## src/rtl/mimo_row_loader.sv

```systemverilog
// Double-buffered row assembler: collects N channel words plus one received sample
// per row from a serial complex stream and presents them packed for the row normalizer.
module mimo_row_loader #(
  parameter int unsigned WL = 16,
  parameter int unsigned N  = 4,
  parameter int unsigned M  = 4
) (
  input  logic                                clk,
  input  logic                                rst_n,
  input  logic                                flush,
  input  logic                                in_valid,
  output logic                                in_ready,
  input  logic [WL-1:0]                       in_x,
  input  logic [WL-1:0]                       in_y,
  output logic                                out_valid,
  input  logic                                out_ready,
  output logic [WL*N-1:0]                     Hout_x,
  output logic [WL*N-1:0]                     Hout_y,
  output logic [WL-1:0]                       yout_x,
  output logic [WL-1:0]                       yout_y,
  output logic [((M > 1) ? $clog2(M) : 1)-1:0] row_idx,
  output logic                                row_last
);

  localparam int unsigned IW = (M > 1) ? $clog2(M) : 1;
  localparam int unsigned CW = $clog2(N + 1);

  logic [WL*N-1:0] hx_q [2];
  logic [WL*N-1:0] hy_q [2];
  logic [WL-1:0]   yx_q [2];
  logic [WL-1:0]   yy_q [2];
  logic [IW-1:0]   tag_q [2];
  logic [1:0]      full_q;
  logic            wptr_q;
  logic            rptr_q;
  logic [CW-1:0]   cnt_q;
  logic [IW-1:0]   lrow_q;
  logic            armed_q;

  logic accept;
  logic drain;

  // Handshake decode uses registered state only, so out_ready never reaches in_ready.
  always_comb begin
    in_ready  = armed_q && !full_q[wptr_q];
    out_valid = full_q[rptr_q];
    accept    = in_valid && in_ready;
    drain     = out_valid && out_ready;
  end

  always_comb begin
    Hout_x   = hx_q[rptr_q];
    Hout_y   = hy_q[rptr_q];
    yout_x   = yx_q[rptr_q];
    yout_y   = yy_q[rptr_q];
    row_idx  = tag_q[rptr_q];
    row_last = (tag_q[rptr_q] == IW'(M - 1));
  end

  always_ff @(posedge clk or negedge rst_n) begin
    if (!rst_n) begin
      for (int b = 0; b < 2; b++) begin
        hx_q[b]  <= '0;
        hy_q[b]  <= '0;
        yx_q[b]  <= '0;
        yy_q[b]  <= '0;
        tag_q[b] <= '0;
      end
      full_q  <= '0;
      wptr_q  <= 1'b0;
      rptr_q  <= 1'b0;
      cnt_q   <= '0;
      lrow_q  <= '0;
      armed_q <= 1'b0;
    end else if (flush) begin
      for (int b = 0; b < 2; b++) begin
        hx_q[b]  <= '0;
        hy_q[b]  <= '0;
        yx_q[b]  <= '0;
        yy_q[b]  <= '0;
        tag_q[b] <= '0;
      end
      full_q  <= '0;
      wptr_q  <= 1'b0;
      rptr_q  <= 1'b0;
      cnt_q   <= '0;
      lrow_q  <= '0;
      armed_q <= 1'b0;
    end else begin
      armed_q <= 1'b1;
      if (accept) begin
        if (cnt_q == CW'(N)) begin
          // Row complete: y word, tag, hand the buffer to the read side.
          yx_q[wptr_q]   <= in_x;
          yy_q[wptr_q]   <= in_y;
          tag_q[wptr_q]  <= lrow_q;
          full_q[wptr_q] <= 1'b1;
          wptr_q         <= ~wptr_q;
          cnt_q          <= '0;
          lrow_q         <= (lrow_q == IW'(M - 1)) ? '0 : lrow_q + IW'(1);
        end else begin
          for (int i = 0; i < int'(N); i++) begin
            if (cnt_q == CW'(i)) begin
              hx_q[wptr_q][i*WL +: WL] <= in_x;
              hy_q[wptr_q][i*WL +: WL] <= in_y;
            end
          end
          cnt_q <= cnt_q + CW'(1);
        end
      end
      // Drain always targets the other buffer when it coincides with a fill.
      if (drain) begin
        full_q[rptr_q] <= 1'b0;
        rptr_q         <= ~rptr_q;
      end
    end
  end

endmodule

```

## config.mk

```make
export PLATFORM = sky130hd
export DESIGN_NAME = mimo_row_loader
export DESIGN_NICKNAME = d
export VERILOG_FILES = /design/src/rtl/mimo_row_loader.sv
export SDC_FILE = /design/constraint.sdc
export NUM_CORES = 1
export LEC_CHECK = 0
export ABC_AREA = 1
export CORE_ASPECT_RATIO = 0.9
export CORE_UTILIZATION = 50
export CTS_CLUSTER_DIAMETER = 150
export DETAILED_ROUTE_END_ITERATION = 12
export GPL_TIMING_DRIVEN = 0
export PLACE_DENSITY = 0.81
export SLEW_MARGIN = 20
export SYNTH_ARGS = -nofsm -noshare
export SYNTH_HDL_FRONTEND = slang
export SYNTH_SLANG_ARGS = --single-unit
```

## constraint.sdc

```tcl
create_clock -name clk -period 2.1 [get_ports clk]
set_input_delay 0.21 -clock clk [delete_from_list [all_inputs] [get_ports clk]]
set_output_delay 0.21 -clock clk [all_outputs]
set_load 0.05 [all_outputs]
```

==> summary.txt <==
Outcome
  • Status: completed

CTS
  • Clock sink count: 334
  • Clock slew at reported path FFs: 60 ps
  • Max H-tree Level: 2
  • CTS buffer count: 37
  • CTS root buffer: clkbuf_16
  • Clk buf depth: 3
  • CTS tree: done
  • Clock latency on the worst-skew pair: 530 ps

Floorplan
  • Die Area: 36200 µm²
  • Core area: 35000 µm²
  • # IOs: 202
  • Rows: 65
  • Initial Util: 50.7%
  • Die X: 200 µm
  • Vert. Die Dim: 181 µm

Setup path
  • CP Max Fanout: 10
  • Worst Reg-to-Reg Cells: 8
  • Register-to-register setup slack: 40 ps
  • Crit path kind: register to primary output
  • Data required, critical path: 1890 ps
  • Slowest cell on crit path: dfrtp_2
  • Crit Reg-Reg Endpoint: hx_q[50]$_DFFE_PN0P_
  • Startpoint Class: register
  • Most used cell, CP: nand2_1
  • WP buf/inv: 4
  • Crit. End Element: primary output
  • Critical-path cell list: inv_2 -> buf_12 -> clkbuf_8 -> nand2_1 -> nand2_1 -> buf_6
  • WP data arrival: 1890 ps
  • R2R Path Start: cnt_q[1]$_DFFE_PN0N_
  • Worst path max stage delay: 460 ps
  • CP top delay family: buffers and inverters

STA
  • Final worst-path cycle share: 99.8%
  • Worst-Margin Slew: 650 ps
  • Setup Viol. Count Final: 0
  • Final hold viol count: 0
  • RSZ-0062 raised after global routing: yes
  • Fin crit period: 2100 ps
  • Slew margin rel.: 56.7%
  • Clock Skew: 21.0 ps
  • FMAX: 477 MHz
  • Fin. max-slew vios: 0
  • Final worst slack: 4.16 ps
  • WHS: 266 ps

Global route
  • GR Overflow Total: 0
  • Initial antenna violation count: 2
  • Global-route wire length before repair: 101000 µm
  • Number of global-route vias before repair: 17900
  • All-Layer GR Usage: 36.1%
  • Largest net degree at the start of global routing: 89

Finish
  • Fraction of layout cells with a size suffix above 1: 16.9%
  • Layout Nets: 2803
  • Multi-input logic area: 8360 µm²
  • Layout area overhead: 25.0%
  • Reg area: 8360 µm²
  • # fillers: 3052

Min path
  • HP Class: primary input to async pin

Power and ir drop
  • Net Sw Power: 4.20 mW
  • Total power divided by cell area: 694 nW/µm²
  • Clock share of power: 44.2%
  • Combinational share of power: 12.8%
  • Total power: 15.4 mW
  • P_int: 11.2 mW
  • P_leak: 12.5 nW
  • Sw Share: 27.3%
  • Sequential Power Share: 43.0%
  • Worst VDD drop: 0.523 mV

Synthesis
  • Post-synthesis compound-gate area fraction: 0.565%
  • Post-Synthesis Cell Area: 17700 µm²
  • Post-Synthesis Cells: 2509
  • Post-synthesis adder-cell area fraction: 0.353%
  • Largest family of logic cells by synthesized area: simple AND/OR/NAND/NOR gates
  • Synth Area in Simple Gates: 45.3%
  • Syn Nets: 2551
  • Synth warn: 0
  • #FFs+latches synth: 334
  • Mux contribution to synthesized area: 0%
  • Yosys cell types: 24
  • Xor/xnor share of the synthesized area: 0.0494%
  • Seq/Total Area, Yosys: 47.2%
  • Avg Cell Area, Syn: 7.06 µm²

Route
  • Initial DRC count: 2530
  • Residual DRC: 0
  • Antenna Nets Post-Route: 0
  • Via Count: 19000
  • WL final: 66300 µm
  • DR pass1 iterations: 6
  • Vias per inst: 5.82
  • WL/cell: 20.4 µm

Flow run
  • Max-cap viol count: 0

Placed design
  • Placed wire-length estimate: 48100 µm
  • Port buffer count: 201
  • Placer Congestion: 0.998
  • Placement Setup Slack: -1310 ps
## synthesized netlist by cell type
cell,n,area share [%]
nand2_1,1214,26
or2_2,2,0.071
o21ai_2,4,0.20
dfrtp_1,334,47
nand3b_1,34,1.4
a21oi_1,3,0.085
buf_4,13,0.55
buf_6,3,0.19
o21ai_0,6,0.17
nand3_1,110,3.1
inv_2,5,0.11
ha_1,5,0.35
clkbuf_1,118,2.5
xor2_1,1,0.049
buf_1,3,0.064
nor3_1,1,0.028
o21ai_1,4,0.11
nor2_1,264,5.6
nand4_1,258,9.1
buf_2,77,2.2
nand4_4,1,0.12
inv_1,45,0.95
nor2_2,3,0.11
nand2_2,1,0.035
## power by group through the flow
stage,clock network (mW),registers (mW),logic (mW)
2_1_floorplan,0,6.70,1.07
3_3_place_gp,0,6.73,1.83
3_5_place_dp,0,6.72,1.88
4_1_cts,6.80,6.60,1.88
5_1_grt,7.06,6.61,2.08
6_report,6.78,6.61,1.97
## per-stage QoR
step	util, %	setup TNS [ps]	cells	area [µm²]
after CTS	62.4	-5420	3247	21800
final	63.3	0	3254	22100
after global routing	63.3	-430	3253	22100
after detailed placement	58.4	-208450	3182	20400
after global placement	58.1	-4690480	3179	20300
after floorplan	-	0	2509	17700
## layout make-up
type | count | share of cell area (%)
clock buffer | 49 | 4.75
tap | 469 | 2.65
multi-input combinational | 1911 | 37.8
sequential | 334 | 37.7
inverter | 50 | 0.847
antenna | 1 | 0.0113
timing repair buffer | 213 | 8.97
buffer | 214 | 6.41
clock inverter | 13 | 0.870
## cells in the final DEF, fill, tap and decap left out, types with 2 or more instances in the layout
| cell | count |
|---|---|
| ha_1 | 5 |
| buf_4 | 120 |
| clkdlybuf4s50_1 | 35 |
| buf_1 | 2 |
| buf_8 | 7 |
| o21ai_2 | 8 |
| nand3b_1 | 34 |
| clkbuf_16 | 38 |
| nand2_2 | 18 |
| inv_2 | 6 |
| buf_16 | 3 |
| bufinv_16 | 5 |
| clkbuf_4 | 31 |
| buf_12 | 2 |
| clkinv_2 | 7 |
| buf_6 | 70 |
| inv_1 | 44 |
| a21oi_1 | 2 |
| or2_2 | 2 |
| o21ai_0 | 3 |
| o21ai_4 | 2 |
| nor2_4 | 2 |
| nand3_4 | 2 |
| nor2_1 | 264 |
| clkbuf_1 | 30 |
| nand3_2 | 5 |
| clkbuf_2 | 46 |
| nand2_1 | 1196 |
| nand4_1 | 258 |
| dfrtp_1 | 333 |
| clkbuf_8 | 21 |
| nand3_1 | 103 |
| buf_2 | 69 |
## state kept, by name (all words and copies together), names as in the netlist
signal,cells
hy_q,128
wptr_q,1
armed_q,1
cnt_q,3
hx_q,128
rptr_q,1
lrow_q,2
yy_q,32
yx_q,32
full_q,2
tag_q,4
## worst register-to-register path, cell delays in order (launching register included)
cell and delay (ps):
dfrtp_1 400, ha_1 170, ha_1 150, inv_1 90
o21ai_2 440, nand3_2 280, buf_4 270, nand2_1 80
nand2_1 50
## layer usage
layer	GRT usage [%]	wire, µm	vias to the layer above	part of all wire [%]
met2	53.3	28200	1210	43
met3	10.8	8790	223	13
met4	17.4	3090	4	4.7
met1	48.4	26100	8976	39
met5	0	22	-	0.033
li1	-	-	8541	-
## repair_timing
| item | 4_1_cts | 5_1_grt |
|---|---|---|
| setup buffers | 2 | 6 |
| gates cloned | 0 | 0 |
| endpoints found under the hold margin | 78 | 0 |
| pin swaps | 0 | 3 |
| gates resized for setup | 1167 | 161 |
| hold buffers | 1 | 0 |
| setup endpoints to repair | 398 | 480 |
## cell families after synthesis
| logic type | Yosys count |
|---|---|
| simple gates | 1888 |
| flops | 334 |
| xor+xnor | 1 |
| compound gates | 17 |
| buf+inv | 264 |
| fa+ha+maj | 5 |
## worst max path at each step
| stage | from | endpoint | slack [ps] | cells after the start |
|---|---|---|---|---|
| 2_1_floorplan | rptr_q$_DFFE_PN0P_ | row_last | 200 | 4 |
| 4_1_cts | cnt_q[0]$_DFFE_PN0N_ | hx_q[52]$_DFFE_PN0P_ | -100 | 10 |
| 5_1_grt | cnt_q[0]$_DFFE_PN0N_ | hx_q[3]$_DFFE_PN0P_ | -40 | 7 |
| 3_5_place_dp | rptr_q$_DFFE_PN0P_ | Hout_y[28] | -1310 | 6 |
| 6_report | rptr_q$_DFFE_PN0P_ | Hout_y[63] | 4 | 6 |
| 3_3_place_gp | rst_n | hy_q[34]$_DFFE_PN0P_ | -13470 | 1 |
(Power assumes the default switching activity.)
